`src/rtl/branch_predictor_pkg.sv`:
```
// Shared definitions for the fetch-stage branch predictor: 2-bit counter
// encodings and default table/history sizes.
package branch_predictor_pkg;

    // Pattern-table counter encodings
    typedef enum logic [1:0] {
        SNT = 2'b00,  // strongly not taken
        WNT = 2'b01,  // weakly not taken (reset value)
        WT  = 2'b10,  // weakly taken
        ST  = 2'b11   // strongly taken
    } cnt_state_e;

    localparam int BTB_ENTRIES_DEF = 32;
    localparam int GHR_BITS_DEF    = 5;

endpackage

```
`src/rtl/branch_predictor_sat_counter2.sv`:
```
// sat_counter2: next-state function of one 2-bit saturating counter.
// force_st wins over inc, inc over dec; with none asserted the value holds.
module sat_counter2
    import branch_predictor_pkg::*;
(
    input  logic [1:0] cnt_i,
    input  logic       inc,
    input  logic       dec,
    input  logic       force_st,
    output logic [1:0] cnt_o
);

    // Saturating step; ST and SNT are sticky in their direction
    always_comb begin
        cnt_o = cnt_i;
        if (force_st) begin
            cnt_o = ST;
        end else if (inc) begin
            if (cnt_i != ST) cnt_o = cnt_i + 2'd1;
        end else if (dec) begin
            if (cnt_i != SNT) cnt_o = cnt_i - 2'd1;
        end
    end

endmodule

```
`src/rtl/branch_predictor.sv`:
```
// branch_predictor: direct-mapped BTB plus 2-bit counter PHT, looked up
// combinationally with the IF PC and trained by resolved control flow.
// Optional feature: define BP_GSHARE_EN to index the PHT with PC XOR global
// history (gshare); undefined gives a bimodal table with no history register.
module branch_predictor
    import branch_predictor_pkg::*;
#(
    parameter int BTB_ENTRIES = BTB_ENTRIES_DEF,
    parameter int GHR_BITS    = GHR_BITS_DEF
) (
    input  logic                clk,
    input  logic                reset,
    input  logic [31:0]         fetch_pc,
    output logic                pred_taken,
    output logic [31:0]         pred_next_pc,
    output logic [GHR_BITS-1:0] pred_ghr,
    input  logic                update_valid,
    input  logic                update_is_cond,
    input  logic [31:0]         update_pc,
    input  logic                update_taken,
    input  logic [31:0]         update_target,
    input  logic                update_pred_taken,
    input  logic [31:0]         update_pred_target,
    input  logic [GHR_BITS-1:0] update_ghr,
    output logic                mispredict,
    output logic [31:0]         branch_count,
    output logic [31:0]         mispredict_count
);

    localparam int IDX   = $clog2(BTB_ENTRIES);
    localparam int TAG_W = 30 - IDX;

    // Table state
    logic [BTB_ENTRIES-1:0]             btb_valid_q, btb_valid_d;
    logic [BTB_ENTRIES-1:0][TAG_W-1:0]  btb_tag_q, btb_tag_d;
    logic [BTB_ENTRIES-1:0][31:0]       btb_target_q, btb_target_d;
    logic [BTB_ENTRIES-1:0][1:0]        pht_q, pht_d;
    logic [31:0]                        branch_count_q, branch_count_d;
    logic [31:0]                        mispredict_count_q, mispredict_count_d;

    logic [IDX-1:0]   f_idx, f_pidx, u_idx, u_pidx;
    logic [TAG_W-1:0] f_tag, u_tag;
    logic             hit;
    logic [1:0]       cnt_next;

    assign f_idx = fetch_pc[IDX+1:2];
    assign f_tag = fetch_pc[31:IDX+2];
    assign u_idx = update_pc[IDX+1:2];
    assign u_tag = update_pc[31:IDX+2];

`ifdef BP_GSHARE_EN
    logic [GHR_BITS-1:0] ghr_q, ghr_d;
    logic                unused_bits;

    // Non-speculative history: only resolved conditional branches shift in
    always_comb begin
        ghr_d = ghr_q;
        if (update_valid && update_is_cond)
            ghr_d = GHR_BITS'({ghr_q, update_taken});
    end

    // History register
    always_ff @(posedge clk or negedge reset) begin
        if (!reset) ghr_q <= '0;
        else        ghr_q <= ghr_d;
    end

    // Training uses the history the lookup saw, never the live one
    assign f_pidx   = f_idx ^ IDX'(ghr_q);
    assign u_pidx   = u_idx ^ IDX'(update_ghr);
    assign pred_ghr = ghr_q;
    assign unused_bits = ^{fetch_pc[1:0], update_pc[1:0]};
`else
    logic unused_bits;

    assign f_pidx   = f_idx;
    assign u_pidx   = u_idx;
    assign pred_ghr = '0;
    assign unused_bits = ^{fetch_pc[1:0], update_pc[1:0], update_ghr};
`endif

    // Lookup sees only registered state, so a same-cycle update is invisible
    assign hit          = btb_valid_q[f_idx] && (btb_tag_q[f_idx] == f_tag);
    assign pred_taken   = hit && pht_q[f_pidx][1];
    assign pred_next_pc = pred_taken ? btb_target_q[f_idx] : fetch_pc + 32'd4;

    // Wrong direction, or right "taken" direction to the wrong place
    assign mispredict = update_valid &&
                        ((update_taken != update_pred_taken) ||
                         (update_taken && (update_target != update_pred_target)));

    // One counter step per update; jumps pin the counter at strongly taken
    sat_counter2 u_sat_counter2 (
        .cnt_i    (pht_q[u_pidx]),
        .inc      (update_is_cond && update_taken),
        .dec      (update_is_cond && !update_taken),
        .force_st (!update_is_cond),
        .cnt_o    (cnt_next)
    );

    // Next-state for tables and statistics
    always_comb begin
        btb_valid_d        = btb_valid_q;
        btb_tag_d          = btb_tag_q;
        btb_target_d       = btb_target_q;
        pht_d              = pht_q;
        branch_count_d     = branch_count_q;
        mispredict_count_d = mispredict_count_q;
        if (update_valid) begin
            if (update_taken) begin
                btb_valid_d[u_idx]  = 1'b1;
                btb_tag_d[u_idx]    = u_tag;
                btb_target_d[u_idx] = update_target;
            end
            pht_d[u_pidx]  = cnt_next;
            branch_count_d = branch_count_q + 32'd1;
            if (mispredict) mispredict_count_d = mispredict_count_q + 32'd1;
        end
    end

    // State registers; reset discards any update pending on the same edge
    always_ff @(posedge clk or negedge reset) begin
        if (!reset) begin
            btb_valid_q        <= '0;
            btb_tag_q          <= '0;
            btb_target_q       <= '0;
            for (int i = 0; i < BTB_ENTRIES; i++) pht_q[i] <= WNT;
            branch_count_q     <= '0;
            mispredict_count_q <= '0;
        end else begin
            btb_valid_q        <= btb_valid_d;
            btb_tag_q          <= btb_tag_d;
            btb_target_q       <= btb_target_d;
            pht_q              <= pht_d;
            branch_count_q     <= branch_count_d;
            mispredict_count_q <= mispredict_count_d;
        end
    end

    assign branch_count     = branch_count_q;
    assign mispredict_count = mispredict_count_q;

endmodule

```
`config.mk`:
```
export PLATFORM = sky130hd
export DESIGN_NAME = branch_predictor
export DESIGN_NICKNAME = d
export VERILOG_FILES = /design/src/rtl/branch_predictor_pkg.sv /design/src/rtl/branch_predictor_sat_counter2.sv /design/src/rtl/branch_predictor.sv
export SDC_FILE = /design/constraint.sdc
export NUM_CORES = 2
export LEC_CHECK = 0
export CORE_ASPECT_RATIO = 0.9
export CORE_MARGIN = 2
export CORE_UTILIZATION = 25
export CTS_CLUSTER_SIZE = 8
export DETAILED_ROUTE_END_ITERATION = 7
export PLACE_DENSITY = 0.51
export SLEW_MARGIN = 20
export SYNTH_ARGS = -nofsm -noshare
export SYNTH_HDL_FRONTEND = slang
export SYNTH_HIERARCHICAL = 1
export SYNTH_SLANG_ARGS = --single-unit
```
`constraint.sdc`:
```
create_clock -name clk -period 9.53 [get_ports clk]
set_input_delay 2.3825 -clock clk [delete_from_list [all_inputs] [get_ports clk]]
set_output_delay 2.3825 -clock clk [all_outputs]
set_load 0.05 [all_outputs]
```
==> results.tsv <==
metric	value	unit
max_freq	0.109	GHz
dp_hpwl	171000	µm
drtAntennaViolNets	0	
drt-met1-wl	132000	µm
power_density	210	mW/mm²
min_path_type	flip-flop to flip-flop	
synth.cell_area	0.0908	mm²
rsz0062_at_grt	false	
path_cells	buf_8 > buf_4 > mux4_2 > a22oi_1 > a22oi_1 > xor2_1 > or4_4 > a2111oi_4 > and4_4 > buf_12 > buf_4 > nor2_1 > a21oi_1 > buf_4 > buf_12	
crit_buf_inv	6	
grt_pass1_wl	425000	µm
nets	6204	
cp-end-kind	output port	
synthCells	5871	
wl_met3	10100	µm
cts_tree	yes	
cpMaxStageDelayCell	or4_4	
dp.cells	10500	
fillers	35800	
ios	242	
worst_pin_slew	1.14	ns
min_path_cells	1	
synth.yosys.seq_area_share	54.7	%
setup_violations	0	
final_area	0.107	mm²
vias_per_cell	4.85	
drt_iter0_markers	3476	
port_buffers	229	
critPathArrivalTime	6.78	ns
postCtsSetupBuffers	0	
ir_drop	0.142	mV
gr-total-overflow	0	
clk_path_buf_depth	4	
place_area	0.0995	mm²
cts_made_buffers	289	
synth.distinct_cells	59	
worst_slack	0.370	ns
finClkSkew	0.0179	ns
drv_cap	0	
synthFlopType	dfrtp_1	
finalCriticalPeriod	9.16	ns
drt-pass1-iter-count	5	
clockRootBuffer	clkbuf_16	
drive_gt1_share	50.5	%
crit_path_start_kind	input pin	
synth_area_leaders	dfrtp_1 (54%), mux2_2 (23%), mux4_2 (12%)	
post_cts_resized	0	
cpMostUsedCell	buf_4	
grt_pass1_vias	57400	
avgSynthCellArea	15.5	µm²
layout_commonest_cell	dfrtp_1	
wl	293000	µm
worstPathRequired	7.15	ns
post-route-period-util	96.1	%
htree_levels	5	
clk_latency	0.88	ns
core_region_area	0.361	mm²
rows	209	
crit_cells	15	
status	finished clean	
die_y	576	µm
synth_edf_count	0	
antenna_found_initial	44	
synthArstFlopShare	100	%
ys_seq_elements	1984	
die-area	0.368	mm²
die_w	639	µm
area_growth	18.3	%
clk_pin_slew	0.05	ns
routed.top_layer	met5	
cpPeakStageDelay	0.58	ns
start_util	25.1	%
vias	52800	
hold_viol_final	0	
postCtsHoldBufs	0	
wl_per_cell	26.9	µm
grt_use_total	15.8	%
drc	0	
rr_worst_depth	9	
mostFrequentLayoutCells	dfrtp_1 (1952), mux2_2 (1892), mux4_2 (485)	
grt_max_degree	177	
dp_slack	0.287	ns
crit_family	buffers and inverters	
clock_sinks	1984	
p_leak	0.0479	µW
fin_cells	10900	
yosys.area.top_type_share	53.8	%
maxSlewViolCount	0	
wl_met2	142000	µm
gp_congestion	0.774	
relSlewSlack	24.3	%
power	22600	µW
synth_top_cell_by_area	dfrtp_1	
path_class	input pin to output port	
fin_setup_tns	0	ns
yosys_warnings	6	
critPathMaxFanout	50	
-- flip-flops by register name (all words and copies together), names as in the netlist --
signal,count
btb_tag_q,800
mispredict_count,32
pht_q,64
btb_target_q,1024
btb_valid_q,32
branch_count,32
-- path summary, 6_finish.rpt --
kind	to	startpoint	slack, ns
worst max register to register	pht_q[53]	pht_q[54]	6.91
worst min-delay path	btb_valid_q[14]	btb_valid_q[14]	0.46
worst min register to register	btb_valid_q[14]	btb_valid_q[14]	0.46
min in group asynchronous	btb_target_q[130]	reset	1.41
worst max-delay path	pred_next_pc[31]	fetch_pc[2]	0.37
max in group asynchronous	btb_target_q[829]	reset	5.87
-- cells in the mapped netlist (all sizes together), types with 6 or more instances --
cell,count
nand4,25
xor2,67
nor4,11
a22o,14
dfstp,32
mux4,485
nand3b,6
nor2,94
dfrtp,1952
a2111oi,8
and4,8
o221ai,30
or2,19
a21oi,73
nor3,16
xnor2,75
nor2b,10
mux2,1892
and3,31
nand2,98
buf,230
mux2i,154
o21ai,26
clkbuf,327
a22oi,38
nand3,68
nand2b,16
inv,9
o22ai,16
-- per-stage QoR --
step	hold slack (ns)	utilization, %
4_1_cts	0.465	29.8
3_3_place_gp	0.451	27.6
3_5_place_dp	0.452	27.6
2_1_floorplan	0.434	-
5_1_grt	0.476	29.8
6_report	0.461	29.8
-- layer usage --
layer	up-vias	track usage, %
li1	22100	-
met1	29200	21.4
met2	1026	26.2
met3	462	2.08
met4	6	5.03
met5	-	0
-- final cells by class --
cell class	count	area [µm²]	share of cell area (%)
Tap cell	4747	5940	5.53
Inverter	9	38.8	0.0361
Timing Repair Buffer	453	4730	4.40
Clock buffer	322	7490	6.98
Antenna cell	14	35.0	0.0326
Clock inverter	26	378	0.352
Sequential cell	1984	49700	46.3
Multi-Input combinational cell	3325	39100	36.4
-- worst reg2reg max path, stage by stage (launching register included) --
cell and delay, ns:
dfstp_2 0.36, mux4_2 0.47, a22o_1 0.26, a221oi_1 0.21
nand3_1 0.22, nor2b_1 0.18, nor2b_1 0.16, o21bai_1 0.08
buf_4 0.25, mux2_2 0.32
-- report_power, final --
| part | switching [µW] | internal [µW] | total, µW |
|---|---|---|---|
| clock network | 3770 | 5540 | 9310 |
| logic | 1380 | 1690 | 3070 |
| registers | 580 | 9620 | 10200 |
-- cells by family (layout without fill, tap and decap cells) --
kind of cell	count (synthesis)	in the layout	synth area share, %
xor gates and xnor gates	142	142	1.37
and+or+nand+nor	414	414	2.27
muxes	2531	2531	37.2
buffers and inverters	566	810	2.62
DFF	1984	1984	54.7
other	1	19	0.00413
adders and majority gates	3	3	0.0414
AOI/OAI and AO/OA	230	230	1.74
Power figures use the tool's default switching activity.
